File: config.mk
export PLATFORM = sky130hd
export DESIGN_NAME = jt12_slot_seq
export DESIGN_NICKNAME = d
export VERILOG_FILES = /design/src/rtl/jt12_slot_seq.sv
export SDC_FILE = /design/constraint.sdc
export NUM_CORES = 1
export LEC_CHECK = 0
export ABC_AREA = 1
export BUFFER_PORTS_ARGS = -buffer_cell sky130_fd_sc_hd__buf_2
export CAP_MARGIN = 10
export CORE_MARGIN = 2
export CORE_UTILIZATION = 53
export CTS_CLUSTER_DIAMETER = 150
export DETAILED_ROUTE_END_ITERATION = 12
export PLACE_DENSITY = 0.75
export SYNTH_ARGS = -nofsm -noshare
export SYNTH_HDL_FRONTEND = slang
export SYNTH_SLANG_ARGS = --single-unit
File: constraint.sdc
create_clock -name clk -period 1.8 [get_ports clk]
set_clock_uncertainty 0.15 [all_clocks]
set_input_delay 0.27 -clock clk [delete_from_list [all_inputs] [get_ports clk]]
set_output_delay 0.27 -clock clk [all_outputs]
set_load 0.02 [all_outputs]
File: src/rtl/jt12_slot_seq.sv
// Slot sequencer for the FM operator accumulator: rotating operator-group strobes,
// channel index, and per-channel alg/rl/pcm_en double-buffered and committed at frame start.
module jt12_slot_seq #(
    parameter int CHANNELS = 6
) (
    input  logic       clk,
    input  logic       rst_n,
    input  logic       cen,
    input  logic       wr_en,
    input  logic [2:0] wr_ch,
    input  logic [2:0] wr_alg,
    input  logic [1:0] wr_rl,
    input  logic       wr_pcm_en,
    output logic       wr_ack,
    output logic       s1_enters,
    output logic       s2_enters,
    output logic       s3_enters,
    output logic       s4_enters,
    output logic [2:0] ch,
    output logic       ch6op,
    output logic [2:0] alg,
    output logic [1:0] rl,
    output logic       pcm_en,
    output logic       frame
);

    if (CHANNELS < 2 || CHANNELS > 7) begin : g_bad_channels
        $error("jt12_slot_seq: CHANNELS must be in 2..7");
    end

    localparam logic [2:0] LAST_CH = 3'(CHANNELS - 1);

    // One-hot encoding so the strobes come straight off the state flops.
    typedef enum logic [3:0] {
        GRP_S1 = 4'b0001,
        GRP_S2 = 4'b0010,
        GRP_S3 = 4'b0100,
        GRP_S4 = 4'b1000
    } grp_e;

    grp_e       grp_q, grp_d, grp_nxt;
    logic [2:0] ch_q, ch_d, ch_nxt;
    logic       ch6op_q, ch6op_d;
    logic [2:0] alg_q, alg_d;
    logic [1:0] rl_q, rl_d;
    logic       pcm_q, pcm_d;
    logic       frame_q, frame_d;
    logic       ack_q, ack_d;

    logic [2:0] live_alg_q [CHANNELS];
    logic [2:0] live_alg_d [CHANNELS];
    logic [1:0] live_rl_q  [CHANNELS];
    logic [1:0] live_rl_d  [CHANNELS];
    logic       live_pcm_q, live_pcm_d;
    logic [2:0] sh_alg_q   [CHANNELS];
    logic [2:0] sh_alg_d   [CHANNELS];
    logic [1:0] sh_rl_q    [CHANNELS];
    logic [1:0] sh_rl_d    [CHANNELS];
    logic       sh_pcm_q, sh_pcm_d;

    logic wr_ok, wrap, commit;

    always_comb begin
        wr_ok  = wr_en && (wr_ch <= LAST_CH);
        wrap   = (ch_q == LAST_CH);
        commit = cen && wrap && (grp_q == GRP_S4);
        ch_nxt = wrap ? '0 : ch_q + 3'd1;

        case (grp_q)
            GRP_S1:  grp_nxt = GRP_S3;
            GRP_S3:  grp_nxt = GRP_S2;
            GRP_S2:  grp_nxt = GRP_S4;
            default: grp_nxt = GRP_S1;
        endcase

        grp_d      = grp_q;
        ch_d       = ch_q;
        ch6op_d    = ch6op_q;
        alg_d      = alg_q;
        rl_d       = rl_q;
        pcm_d      = pcm_q;
        frame_d    = 1'b0;
        ack_d      = wr_ok;
        live_pcm_d = commit ? sh_pcm_q : live_pcm_q;
        sh_pcm_d   = sh_pcm_q;

        // Commit reads the pre-edge shadow, so a write on the commit edge waits a frame.
        for (int unsigned i = 0; i < CHANNELS; i++) begin
            live_alg_d[i] = commit ? sh_alg_q[i] : live_alg_q[i];
            live_rl_d[i]  = commit ? sh_rl_q[i]  : live_rl_q[i];
            sh_alg_d[i]   = sh_alg_q[i];
            sh_rl_d[i]    = sh_rl_q[i];
            if (wr_ok && wr_ch == 3'(i)) begin
                sh_alg_d[i] = wr_alg;
                sh_rl_d[i]  = wr_rl;
            end
        end
        if (wr_ok && wr_ch == LAST_CH) begin
            sh_pcm_d = wr_pcm_en;
        end

        if (cen) begin
            ch_d    = ch_nxt;
            grp_d   = wrap ? grp_nxt : grp_q;
            frame_d = commit;
            ch6op_d = (ch_nxt == LAST_CH);
            pcm_d   = (ch_nxt == LAST_CH) && live_pcm_d;
            for (int unsigned i = 0; i < CHANNELS; i++) begin
                if (ch_nxt == 3'(i)) begin
                    alg_d = live_alg_d[i];
                    rl_d  = live_rl_d[i];
                end
            end
        end
    end

    always_ff @(posedge clk or negedge rst_n) begin
        if (!rst_n) begin
            grp_q      <= GRP_S1;
            ch_q       <= '0;
            ch6op_q    <= 1'b0;
            alg_q      <= '0;
            rl_q       <= '1;
            pcm_q      <= 1'b0;
            frame_q    <= 1'b0;
            ack_q      <= 1'b0;
            live_pcm_q <= 1'b0;
            sh_pcm_q   <= 1'b0;
            for (int unsigned i = 0; i < CHANNELS; i++) begin
                live_alg_q[i] <= '0;
                live_rl_q[i]  <= '1;
                sh_alg_q[i]   <= '0;
                sh_rl_q[i]    <= '1;
            end
        end else begin
            grp_q      <= grp_d;
            ch_q       <= ch_d;
            ch6op_q    <= ch6op_d;
            alg_q      <= alg_d;
            rl_q       <= rl_d;
            pcm_q      <= pcm_d;
            frame_q    <= frame_d;
            ack_q      <= ack_d;
            live_pcm_q <= live_pcm_d;
            sh_pcm_q   <= sh_pcm_d;
            for (int unsigned i = 0; i < CHANNELS; i++) begin
                live_alg_q[i] <= live_alg_d[i];
                live_rl_q[i]  <= live_rl_d[i];
                sh_alg_q[i]   <= sh_alg_d[i];
                sh_rl_q[i]    <= sh_rl_d[i];
            end
        end
    end

    assign s1_enters = grp_q[0];
    assign s2_enters = grp_q[1];
    assign s3_enters = grp_q[2];
    assign s4_enters = grp_q[3];
    assign ch        = ch_q;
    assign ch6op     = ch6op_q;
    assign alg       = alg_q;
    assign rl        = rl_q;
    assign pcm_en    = pcm_q;
    assign frame     = frame_q;
    assign wr_ack    = ack_q;

endmodule

Yosys cells after proc, flatten, opt, wreduce, memory -nomap -nowiden

Cells that the tools add are included.
Widths: inputs -> output; s select.

Output and inout port bits: 16
Memory bits (read-only): 0
Memory bits (writable): 0
Bits in registers: 78
Word-level logic and storage cells: 94
Input port bits: 13
Memories: 0
Bits in latches: 0

$mul: 0
Reductions and logical operators: 15
Multiplexer cells: 28
Div/mod/pow operators: 0
$add $sub $neg: 1
Order comparisons: 1
Bitwise operators: 0
Shift operators: 0
Eq/ne operators: 15

Operator list:

| cell                | number |
|---|---|
| $mux 3              | 13 |
| $mux 2              | 12 |
| $eq 3x3->1 const B  | 5 |
| $eq 3x2->1 const B  | 4 |
| $pmux 4 s3          | 1 |
| $logic_and 1x1->1   | 10 |
| $eq 3x1->1 const B  | 2 |
| $logic_not 3->1     | 2 |
| $reduce_bool 6->1   | 1 |
| $eq 4x1->1 const B  | 1 |
| $eq 4x2->1 const B  | 1 |
| $eq 4x3->1 const B  | 1 |
| $eq 4x4->1 const B  | 1 |
| $reduce_and 2->1    | 2 |
| $add 3x1->3 const B | 1 |
| $le 3x3->1 const B  | 1 |
| $mux 1              | 2 |

Longest topological paths before layout

Gate-level depths: netlist of the first run.

Depth after elaboration: 10
Depth in mapped cells: 14
Gate-level depth less buffers: 13

Worst setup path before layout of the first run

OpenSTA, ideal clock, no wires.

Kind: register to register
From: register grp_q[1]
To: register alg_q[1], in the netlist alg[1]
Cell stages (with the launch flop): 12
Path buffers: 1
Slack: 0.001 ns
Data required time: 1.533 ns
Arrival time: 1.532 ns
Cells stage by stage: dfrtp_1 > inv_1 > nand2_1 > nor2_8 > buf_2 > nand3_1 > nand3_1 > nand2_1 > o21ai_1 > nand2_1 > nand2_1 > nand2_1

Word-level cells in the longest chain between the ends: 9
Elaborated cells between the ends (all ways): 14

Ends and longest elaborated chain:

| element                | line | source |
|---|---|---|
| start, declared        | 41   | `grp_e grp_q, grp_d, grp_nxt;` |
| start signal, assigned | 136  | `grp_q <= grp_d;` |
| $eq 4x4->1 *           | 66   | `commit = cen && wrap && (grp_q == GRP_S4);` |
| $logic_and 1x1->1 *    | 66   |  |
| $mux 3                 | 89   | `live_alg_d[i] = commit ? sh_alg_q[i] : live_alg_q[i];` |
| $mux 3 (5 in series)   | 109  | `if (ch_nxt == 3'(i)) begin` |
| $mux 3 *               | 109  |  |
| end signal, assigned   | 139  | `alg_q <= alg_d;` |
| end, declared          | 44   | `logic [2:0] alg_q, alg_d;` |

Every way passes the cells marked *; elsewhere a longest branch is shown, timed or not. The select of a mux whose other input is x is not followed.
A chain may end at the register's enable or synchronous reset.

Final worst setup path of the first run

From: register grp_q[0]
To: register alg_q[1], in the netlist alg[1]

The elaborated chain is that of the path after synthesis.

==> qor.yml, run 1 <==
floorplan:
  dieHeight_microns: 86.5
  coreArea_sq_mm: 0.00668
  ios: 29
  start_util_pct: 54.0
  num_rows: 30
  die_w_microns: 86.5
  die_area_sq_mm: 0.00748
detailed_routing:
  first_pass_iters: 4
  drc: 0
  drt_iter0_drc: 172
  vias: 2906
  wl_microns: 8170
  antenna_left: 0
  viasPerCell: 5.04
  wl_per_cell_microns: 14.2
synth:
  ys_warn_count: 0
  avgSynthCellArea_sq_um: 8.51
  synth_top_family_by_area: "simple AND/OR/NAND/NOR gates"
  synth_async_sr_flop_share_pct: 100
  yosys.area.top_type: "dfrtp_1"
  synthMuxAreaShare_pct: 0
  synth_compound_area_share_pct: 7.73
  synth_top_area_share_pct: 35.4
  synth_cell_types: 27
  syn_area_sq_mm: 0.00361
  synth_ff_type: "dfrtp_1"
  syn_nets: 437
  ys_seq_elements: 78
  ys_top_cells_by_area: "dfrtp_1 35%, dfstp_2 20%, nand2_1 15%"
  synth-adder-area-share_pct: 0
  synth_xor_area_share_pct: 0.243
  yosys.area_share.simple_pct: 28.2
  syn_inst: 424
  synth_edf_count: 0
  yosysSeqAreaShare_pct: 55.0
critical_path:
  arrival_ns: 1.89
  startpoint_type: "flop"
  ff2ff_path_depth: 12
  critPathMaxFanout: 11
  cp_slowest_cell: "dfstp_2"
  path_depth: 12
  path_delay_family: "simple AND/OR/NAND/NOR gates"
  path_buf_inv: 2
  critical-path-max-stage-delay_ns: 0.55
  timing.rr.start: "grp_q[0]$_DFFE_PN1N_"
  worst_path_most_repeated_cell: "nand2_1"
  startpoint: "grp_q[0]$_DFFE_PN1N_"
  cp-end-kind: "flop"
  required_ns: 1.91
  path_cells: "inv_2 > nand2_4 > nor2_8 > nand2_8 > buf_12 > nand2_1 > nand3_1 > nand2_1 > o21ai_2 > nand2_1 > nand2_1 > nand2_1"
  path_class: "reg2reg"
pwr:
  ir_drop_mv: 0.737
  power_leakage_nw: 2.37
  powerDensity_mw_per_mm2: 1440
run_status:
  outcome: "completed"
cells_and_area:
  fin_area_sq_mm: 0.00449
  area_delta_synth_final_pct: 24.5
  utilization_pct: 67.2
  num-nets-final: 505
  multi_input_area_sq_mm: 0.00143
  ff_latch_area_sq_mm: 0.00199
  fillCellCount: 531
  drive_above_1_share_pct: 31.6
  layout_common_cells: "123 x nand2_1, 55 x inv_1, 51 x dfrtp_1"
  fin_cells: 577
  final_common_cell: "nand2_1"
  antennaDiodeCount: 0
sta:
  finalCritPeriodShare_pct: 98.8
  rsz0062_at_grt: "yes"
  slew_headroom_pct: 76.3
  hold_violations: 0
  maxSlewViolCount: 0
  worst_pin_slew_ns: 0.356
  fmax_mhz: 562
  min_period_ns: 1.78
  worst_slack_ns: 0.0214
  setup_viol: 0
clock_tree:
  clock_sink_count: 78
  cts_root_buffer: "clkbuf_8"
  h-tree-depth: 3
  numCtsBuffers: 9
  worstSkewPairLatency_ns: 0.37
  cts_max_path_buffers: 2
  clk_pin_slew_ns: 0.09
  tritoncts: "yes"
grt:
  grt_pass1_wl_microns: 13200
  grt_max_degree: 37
  antenna_found_initial: 0
  grt_pass1_vias: 2780
  grt_overflow_total: 0
  grt_usage_pct: 23.2
placed_design:
  placed_area_sq_mm: 0.00396
  io_buffers: 28
  place_ws_ns: -0.0845
  place_congestion: 0.830
  dp_hpwl_microns: 5620
  dp_cells: 546
min_path:
  hold_depth: 3
  min_from: "wr_pcm_en"
  hold_class: "in2reg"
flow_run:
  cap_viol_max_count: 0
==> per-layer routing <==
layer / vias up / track usage [%] / share of wire, %
li1: 1455 / - / -
met1: 1381 / 32.5 / 47
met2: 55 / 35.2 / 47
met3: 15 / 4.00 / 4.0
met4: 0 / 10.9 / 2.2
met5: - / 0 / 0
==> state kept, by name, indices dropped and copies added (netlist names) <==
| name | cells |
|---|---|
| live_alg_q | 18 |
| sh_alg_q | 18 |
| live_rl_q | 12 |
| sh_rl_q | 12 |
| grp_q | 4 |
| alg | 3 |
| ch | 3 |
| rl | 2 |
| ch6op | 1 |
| frame | 1 |
| live_pcm_q | 1 |
| pcm_en | 1 |
| sh_pcm_q | 1 |
| wr_ack | 1 |
==> cells in the mapped netlist (2+ instances only) <==
master,n
a21oi_1,3
and2_1,14
buf_2,2
buf_6,4
dfrtp_1,51
dfstp_2,27
inv_1,59
nand2_1,140
nand2_2,9
nand3_1,34
nand3b_1,6
nor2_1,12
nor2_8,2
nor3_1,3
o21ai_0,42
o21ai_1,5
==> cell families after synthesis <==
group                  count (synthesis)
XOR/XNOR                               1
AO/OA/AOI/OAI                         53
AND/OR/NAND/NOR                      222
flip-flops                            78
buffers and inverters                 70
==> through the flow <==
step           hold slack [ns]  power (W)  setup TNS [ns]
6_report                0.0146    0.00648               0
5_1_grt                 0.0608    0.00687          -0.231
4_1_cts                 0.0213    0.00620               0
3_5_place_dp            0.0529    0.00460          -0.289
3_3_place_gp            0.0539    0.00453         -0.0621
2_1_floorplan           -0.176    0.00384               0
==> final cells by class <==
| cell class | count | area share, % |
|---|---|---|
| clock buffers | 10 | 3.07 |
| clock inverters | 6 | 2.09 |
| inverters | 61 | 5.38 |
| multi-input cells | 276 | 31.8 |
| flip-flops and latches | 78 | 44.2 |
| well taps | 80 | 2.23 |
| repair buffers | 65 | 11.0 |
| repair inverters | 1 | 0.195 |
==> tightest hold or removal path: stages <==
cell and delay, ns:
buf_2 0.07, nor2_1 0.03, a21oi_1 0.11
==> repair_timing <==
item	CTS	global route
hold buffers	3	0
hold endpoints to repair	24	0
setup endpoints to repair	5	5
buffers inserted	9	3
gates resized for setup	11	48
cloned	0	1
pin swaps	10	9
==> where the power goes <==
group | internal (W) | total (W) | switching (W)
registers | 0.00226 | 0.00250 | 0.000232
clock network | 0.000828 | 0.00151 | 0.000682
logic | 0.000996 | 0.00248 | 0.00148
==> path summary, 6_finish.rpt <==
kind	to	slack, ns
min in group asynchronous	ch[0]$_DFFE_PN0P_	0.19
setup / recovery	alg[1]$_DFFE_PN0P_	0.02
setup reg to reg	alg[1]$_DFFE_PN0P_	0.02
max in group asynchronous	rl[1]$_DFFE_PN1P_	0.65
hold reg to reg	live_rl_q[4]$_DFF_PN1_	0.32
hold / removal	sh_pcm_q$_DFFE_PN0P_	0.01
No activity file was read; power rests on OpenSTA's default activity.
==> run 2, diff against run 1 <==
- CORE_UTILIZATION: 53 -> 44
- PLACE_DENSITY: 0.75 -> not set
- SLEW_MARGIN: not set -> 0
==> run 2 against run 1 <==
Effect of this change:
- the run now ends with setup timing left
- register-to-register slack got worse by 0.08 ns
- die area grew 19%
- clock-buffer cell count is 1 lower
- sequential share of layout area decreased by 2.8 points
- design area grew 6.6%
- power increased by 4.0%
- worst setup slack worse by 0.081 ns
- maximum frequency shrank 4.4%
- via count is 3.4% higher
==> qor.yml, run 2 (synthesis results as in run 1) <==
grt:
  grt_overflow_total: 0
  grt_pass1_wl_microns: 14300
  grt_usage_pct: 20.9
  grt_max_degree: 79
  antenna_found_initial: 0
  grt_pass1_vias: 2818
cells_and_area:
  fin_area_sq_mm: 0.00479
  multi_input_area_sq_mm: 0.00143
  num-nets-final: 523
  antennaDiodeCount: 0
  reg_top3: "live_alg_q: 18 flops, sh_alg_q: 18 flops"
  area_delta_synth_final_pct: 32.7
  fillCellCount: 689
  utilization_pct: 59.2
  layout_common_cells: "131 x nand2_1, 56 x inv_1, 51 x dfrtp_1"
  ff_latch_area_sq_mm: 0.00199
  final_common_cell: "nand2_1"
  fin_cells: 619
  drive_above_1_share_pct: 31.7
floorplan:
  coreArea_sq_mm: 0.00809
  die_area_sq_mm: 0.00894
  start_util_pct: 44.6
  ios: 29
  num_rows: 33
  die_w_microns: 94.5
  dieHeight_microns: 94.5
clock_tree:
  tritoncts: "yes"
  clk_pin_slew_ns: 0.08
  h-tree-depth: 3
  worstSkewPairLatency_ns: 0.35
  numCtsBuffers: 9
  cts_root_buffer: "clkbuf_8"
  clock_sink_count: 78
  cts_max_path_buffers: 2
pwr:
  p_sw_w: 0.00237
  sequentialPowerShare_pct: 37.0
  combPwrFrac_pct: 37.7
  pwr-share-clk_pct: 25.3
  powerDensity_mw_per_mm2: 1410
  ir_drop_mv: 0.503
  switching_share_pct: 35.1
  power_leakage_nw: 2.48
  internal_power_w: 0.00438
critical_path:
  critical-path-max-stage-delay_ns: 0.40
  required_ns: 1.93
  path_buf_inv: 3
  cp_slowest_cell: "dfrtp_1"
  path_cells: "inv_2 > nand2_4 > nor2_8 > buf_12 > buf_16 > nand3b_1 > nand3_1 > nand2_1 > o21ai_1 > nand2_1 > nand2_1 > nand2_1"
  critPathMaxFanout: 9
  worst_path_most_repeated_cell: "nand2_1"
  startpoint_type: "flop"
  arrival_ns: 1.99
  cp-end-kind: "flop"
  path_class: "reg2reg"
  path_delay_family: "simple AND/OR/NAND/NOR gates"
run_status:
  failed_checks: "setup timing"
  outcome: "finished with violations"
flow_run:
  cap_viol_max_count: 0
detailed_routing:
  wl_microns: 8580
  first_pass_iters: 5
  antenna_left: 0
  viasPerCell: 4.85
  vias: 3004
  drt_iter0_drc: 307
  wl_per_cell_microns: 13.9
  drc: 0
sta:
  finalCritPeriodShare_pct: 103
  min_period_ns: 1.86
  worst_pin_slew_ns: 0.422
  rsz0062_at_grt: "yes"
  hold_violations: 0
  tns_ns: -0.148
  maxSlewViolCount: 0
  worst_slack_ns: -0.0599
  setup_viol: 3
  slew_headroom_pct: 71.8
  hold_slack_ns: 0.0211
  fmax_mhz: 538
placed_design:
  placed_area_sq_mm: 0.00403
  io_buffers: 28
  place_congestion: 0.859
  dp_hpwl_microns: 5570
  dp_cells: 577
min_path:
  hold_class: "in2reg"
==> run 2: cell count changes in the layout (fill, tap and decap cells not counted), moves of 3 or more <==
cell	before	now
nor2_2	4	1
buf_4	26	31
nor2_1	8	11
nand2_4	6	3
o21ai_1	4	7
nand3_2	4	7
buf_12	2	7
buf_6	3	8
nand2_2	21	16
nand2_1	123	131
nand3_1	30	27
==> run 2: layout make-up <==
type / instances / share of cell area [%]
clock buffers: 9 / 2.59
clock inverters: 6 / 2.80
inverters: 61 / 4.94
multi-input cells: 278 / 29.8
flip-flops and latches: 78 / 41.5
well taps: 105 / 2.74
repair buffers: 82 / 15.7
==> run 2: tightest hold or removal path, delay by kind of cell <==
family	cells	cell delay (ns)
and+or+nand+nor	1	0.03
AOI/OAI and AO/OA	1	0.10
buffers and inverters	1	0.07
==> run 2: metal layers <==
metal / vias up / GRT usage [%] / share of wire [%]
li1: 1493 / - / -
met1: 1417 / 30.8 / 49
met2: 86 / 31.1 / 46
met3: 8 / 4.39 / 4.2
met4: 0 / 6.04 / 0.92
met5: - / 0 / 0
==> run 2: power groups by stage <==
stage	Combinational, W	Sequential (W)	Clock, W
after detailed placement	0.00214	0.00250	0
after CTS	0.00243	0.00249	0.00172
after floorplan	0.00120	0.00265	0
final	0.00254	0.00249	0.00171
after global routing	0.00282	0.00255	0.00182
after global placement	0.00212	0.00249	0
==> run 2: path summary, 6_finish.rpt <==
path | cells past startpoint | slack (ns) | start | endpoint
worst min-delay path | 3 | 0.02 | wr_pcm_en | sh_pcm_q$_DFFE_PN0P_
min in group asynchronous | 3 | 0.32 | rst_n | live_alg_q[16]$_DFF_PN0_
worst min register to register | 2 | 0.32 | rl[1]$_DFFE_PN1P_ | rl[1]$_DFFE_PN1P_
worst max-delay path | 12 | -0.06 | grp_q[2]$_DFFE_PN0N_ | rl[0]$_DFFE_PN1P_
max in group asynchronous | 3 | 0.78 | rst_n | sh_rl_q[8]$_DFFE_PN1P_
worst max register to register | 12 | -0.06 | grp_q[2]$_DFFE_PN0N_ | rl[0]$_DFFE_PN1P_
==> run 2: timing repair <==
action,CTS,global route
setup endpoints to repair,5,5
hold endpoints to repair,52,0
hold buffers,3,0
setup buffers,13,5
cloned,6,0
gates resized for setup,34,16
pin swaps,14,26
==> run 2: per-stage QoR <==
stage	setup slack, ns	power [W]
global placement	-0.0925	0.00461
global route	-0.135	0.00718
floorplan	0.00126	0.00384
CTS	-0.0214	0.00663
finish	-0.0599	0.00675
detailed placement	-0.109	0.00464
==> run 3, diff against run 2 <==
==> constraint.sdc (replaced) <==
create_clock -name clk -period 1.8 [get_ports clk]
set_clock_uncertainty 0.15 [all_clocks]
set_input_delay 0.36 -clock clk [delete_from_list [all_inputs] [get_ports clk]]
set_output_delay 0.36 -clock clk [all_outputs]
set_load 0.02 [all_outputs]
==> run 3 against run 2 <==
Effect of this change:
- the run still ends with setup timing left
- highest routed layer unchanged
- first-iteration DRC count is 58% lower
- maximum frequency is 1.2% higher
- utilization is 2.2 points lower
==> qor.yml, run 3 (synthesis results as in run 1) <==
run_status:
  outcome: "finished with violations"
  failed_checks: "setup timing"
detailed_routing:
  first_pass_iters: 4
  vias: 2912
  drc: 0
  wl_microns: 8190
  wl_per_cell_microns: 13.3
  antenna_left: 0
  viasPerCell: 4.73
  drt_iter0_drc: 129
pwr:
  powerDensity_mw_per_mm2: 1370
  power_w: 0.00633
  ir_drop_mv: 0.651
  power_leakage_nw: 2.40
placed_design:
  dp_cells: 578
  dp_hpwl_microns: 5610
  place_congestion: 0.888
  io_buffers: 28
  placed_area_sq_mm: 0.00406
floorplan:
  dieHeight_microns: 94.5
  die_w_microns: 94.5
  ios: 29
  die_area_sq_mm: 0.00894
  num_rows: 33
  start_util_pct: 44.6
  coreArea_sq_mm: 0.00809
clock_tree:
  worstSkewPairLatency_ns: 0.35
  h-tree-depth: 3
  cts_max_path_buffers: 2
  cts_root_buffer: "clkbuf_8"
  tritoncts: "yes"
  clk_pin_slew_ns: 0.09
  numCtsBuffers: 9
  clock_sink_count: 78
cells_and_area:
  layout_common_cells: "133 x nand2_1, 54 x inv_1, 51 x dfrtp_1"
  num-nets-final: 518
  antennaDiodeCount: 0
  fin_cells: 615
  drive_above_1_share_pct: 32.7
  fin_area_sq_mm: 0.00461
  final_common_cell: "nand2_1"
  reg_top3: "live_alg_q: 18 flops, sh_alg_q: 18 flops"
  area_delta_synth_final_pct: 27.8
critical_path:
  arrival_ns: 1.94
  path_class: "reg2reg"
  path_cells: "inv_2 > nand2_4 > nor2_8 > buf_12 > buf_8 > nand3b_1 > nand3_1 > nand2_1 > o21ai_2 > nand2_1 > nand2_1 > nand2_1"
  startpoint_type: "flop"
  required_ns: 1.90
  cp-end-kind: "flop"
  worst_path_most_repeated_cell: "nand2_1"
  critPathMaxFanout: 5
  cp_slowest_cell: "dfrtp_1"
  critical-path-max-stage-delay_ns: 0.40
sta:
  fmax_mhz: 544
  worst_pin_slew_ns: 0.433
  worst_slack_ns: -0.0383
  min_period_ns: 1.84
  maxSlewViolCount: 0
  slew_headroom_pct: 71.1
  hold_slack_ns: 0.0593
  tns_ns: -0.118
  hold_violations: 0
  setup_viol: 5
  rsz0062_at_grt: "yes"
  finalCritPeriodShare_pct: 102
grt:
  grt_usage_pct: 19.3
  antenna_found_initial: 0
  grt_max_degree: 33
  grt_overflow_total: 0
  grt_pass1_wl_microns: 13100
  grt_pass1_vias: 2704
flow_run:
  cap_viol_max_count: 0
min_path:
  hold_class: "in2reg"
==> run 3: what timing repair did <==
| item | 4_1_cts | 5_1_grt |
|---|---|---|
| endpoints found under the setup margin | 5 | 6 |
| hold buffers | 1 | 0 |
| endpoints found under the hold margin | 20 | 0 |
| gates resized for setup | 16 | 36 |
| buffers inserted | 8 | 7 |
| cloned | 3 | 2 |
| pin swaps | 8 | 27 |
==> run 3: routing by layer <==
layer,routed length [microns],vias to the layer above,GRT usage (%)
met4,158,0,5.43
met2,3590,51,28.6
met5,0,-,0
li1,-,1490,-
met3,329,11,4.15
met1,4120,1360,28.6
==> run 3: area by class of cell <==
cell class | instances | area [sq um]
timing repair buffer | 77 | 611
multi-input combinational | 278 | 1450
clock inverter | 7 | 75.1
clock buffer | 9 | 124
inverter | 61 | 231
tap | 105 | 131
fill | 761 | 3480
sequential | 78 | 1990
==> run 3: critical path: cells and delay by family, from the launching register on <==
family          cells  cell delay (ns)
compound gates      1             0.16
buf+inv             3             0.35
flops               1             0.40
simple gates        8             0.66
==> run 3: final timing paths <==
path                              startpoint                       to  slack, ns  depth (start not counted)
min in group asynchronous              rst_n     grp_q[1]$_DFFE_PN0N_       0.35                          2
min reg2reg                rl[1]$_DFFE_PN1P_        rl[1]$_DFFE_PN1P_       0.32                          2
max in group asynchronous              rst_n  sh_rl_q[11]$_DFFE_PN1P_       0.58                          3
max reg2reg                ch[1]$_DFFE_PN0P_       alg[2]$_DFFE_PN0P_      -0.04                         12
max                        ch[1]$_DFFE_PN0P_       alg[2]$_DFFE_PN0P_      -0.04                         12
min                                 wr_ch[2]         wr_ack$_DFF_PN0_       0.06                          2
==> run 3: where the power goes <==
group	internal, W	leakage (nW)	switching, W
sequential	0.00226	0.898	0.000224
clock	0.000642	0.0914	0.000668
combinational	0.00105	1.41	0.00148
total	0.00395	2.40	0.00238
==> run 3: per-stage QoR <==
| stage | utilization (%) | worst slack [ns] |
|---|---|---|
| final | 57.0 | -0.0383 |
| after floorplan | - | 0.00126 |
| after global placement | 50.1 | -0.104 |
| after global routing | 57.0 | -0.137 |
| after detailed placement | 50.1 | -0.147 |
| after CTS | 54.3 | -0.0286 |
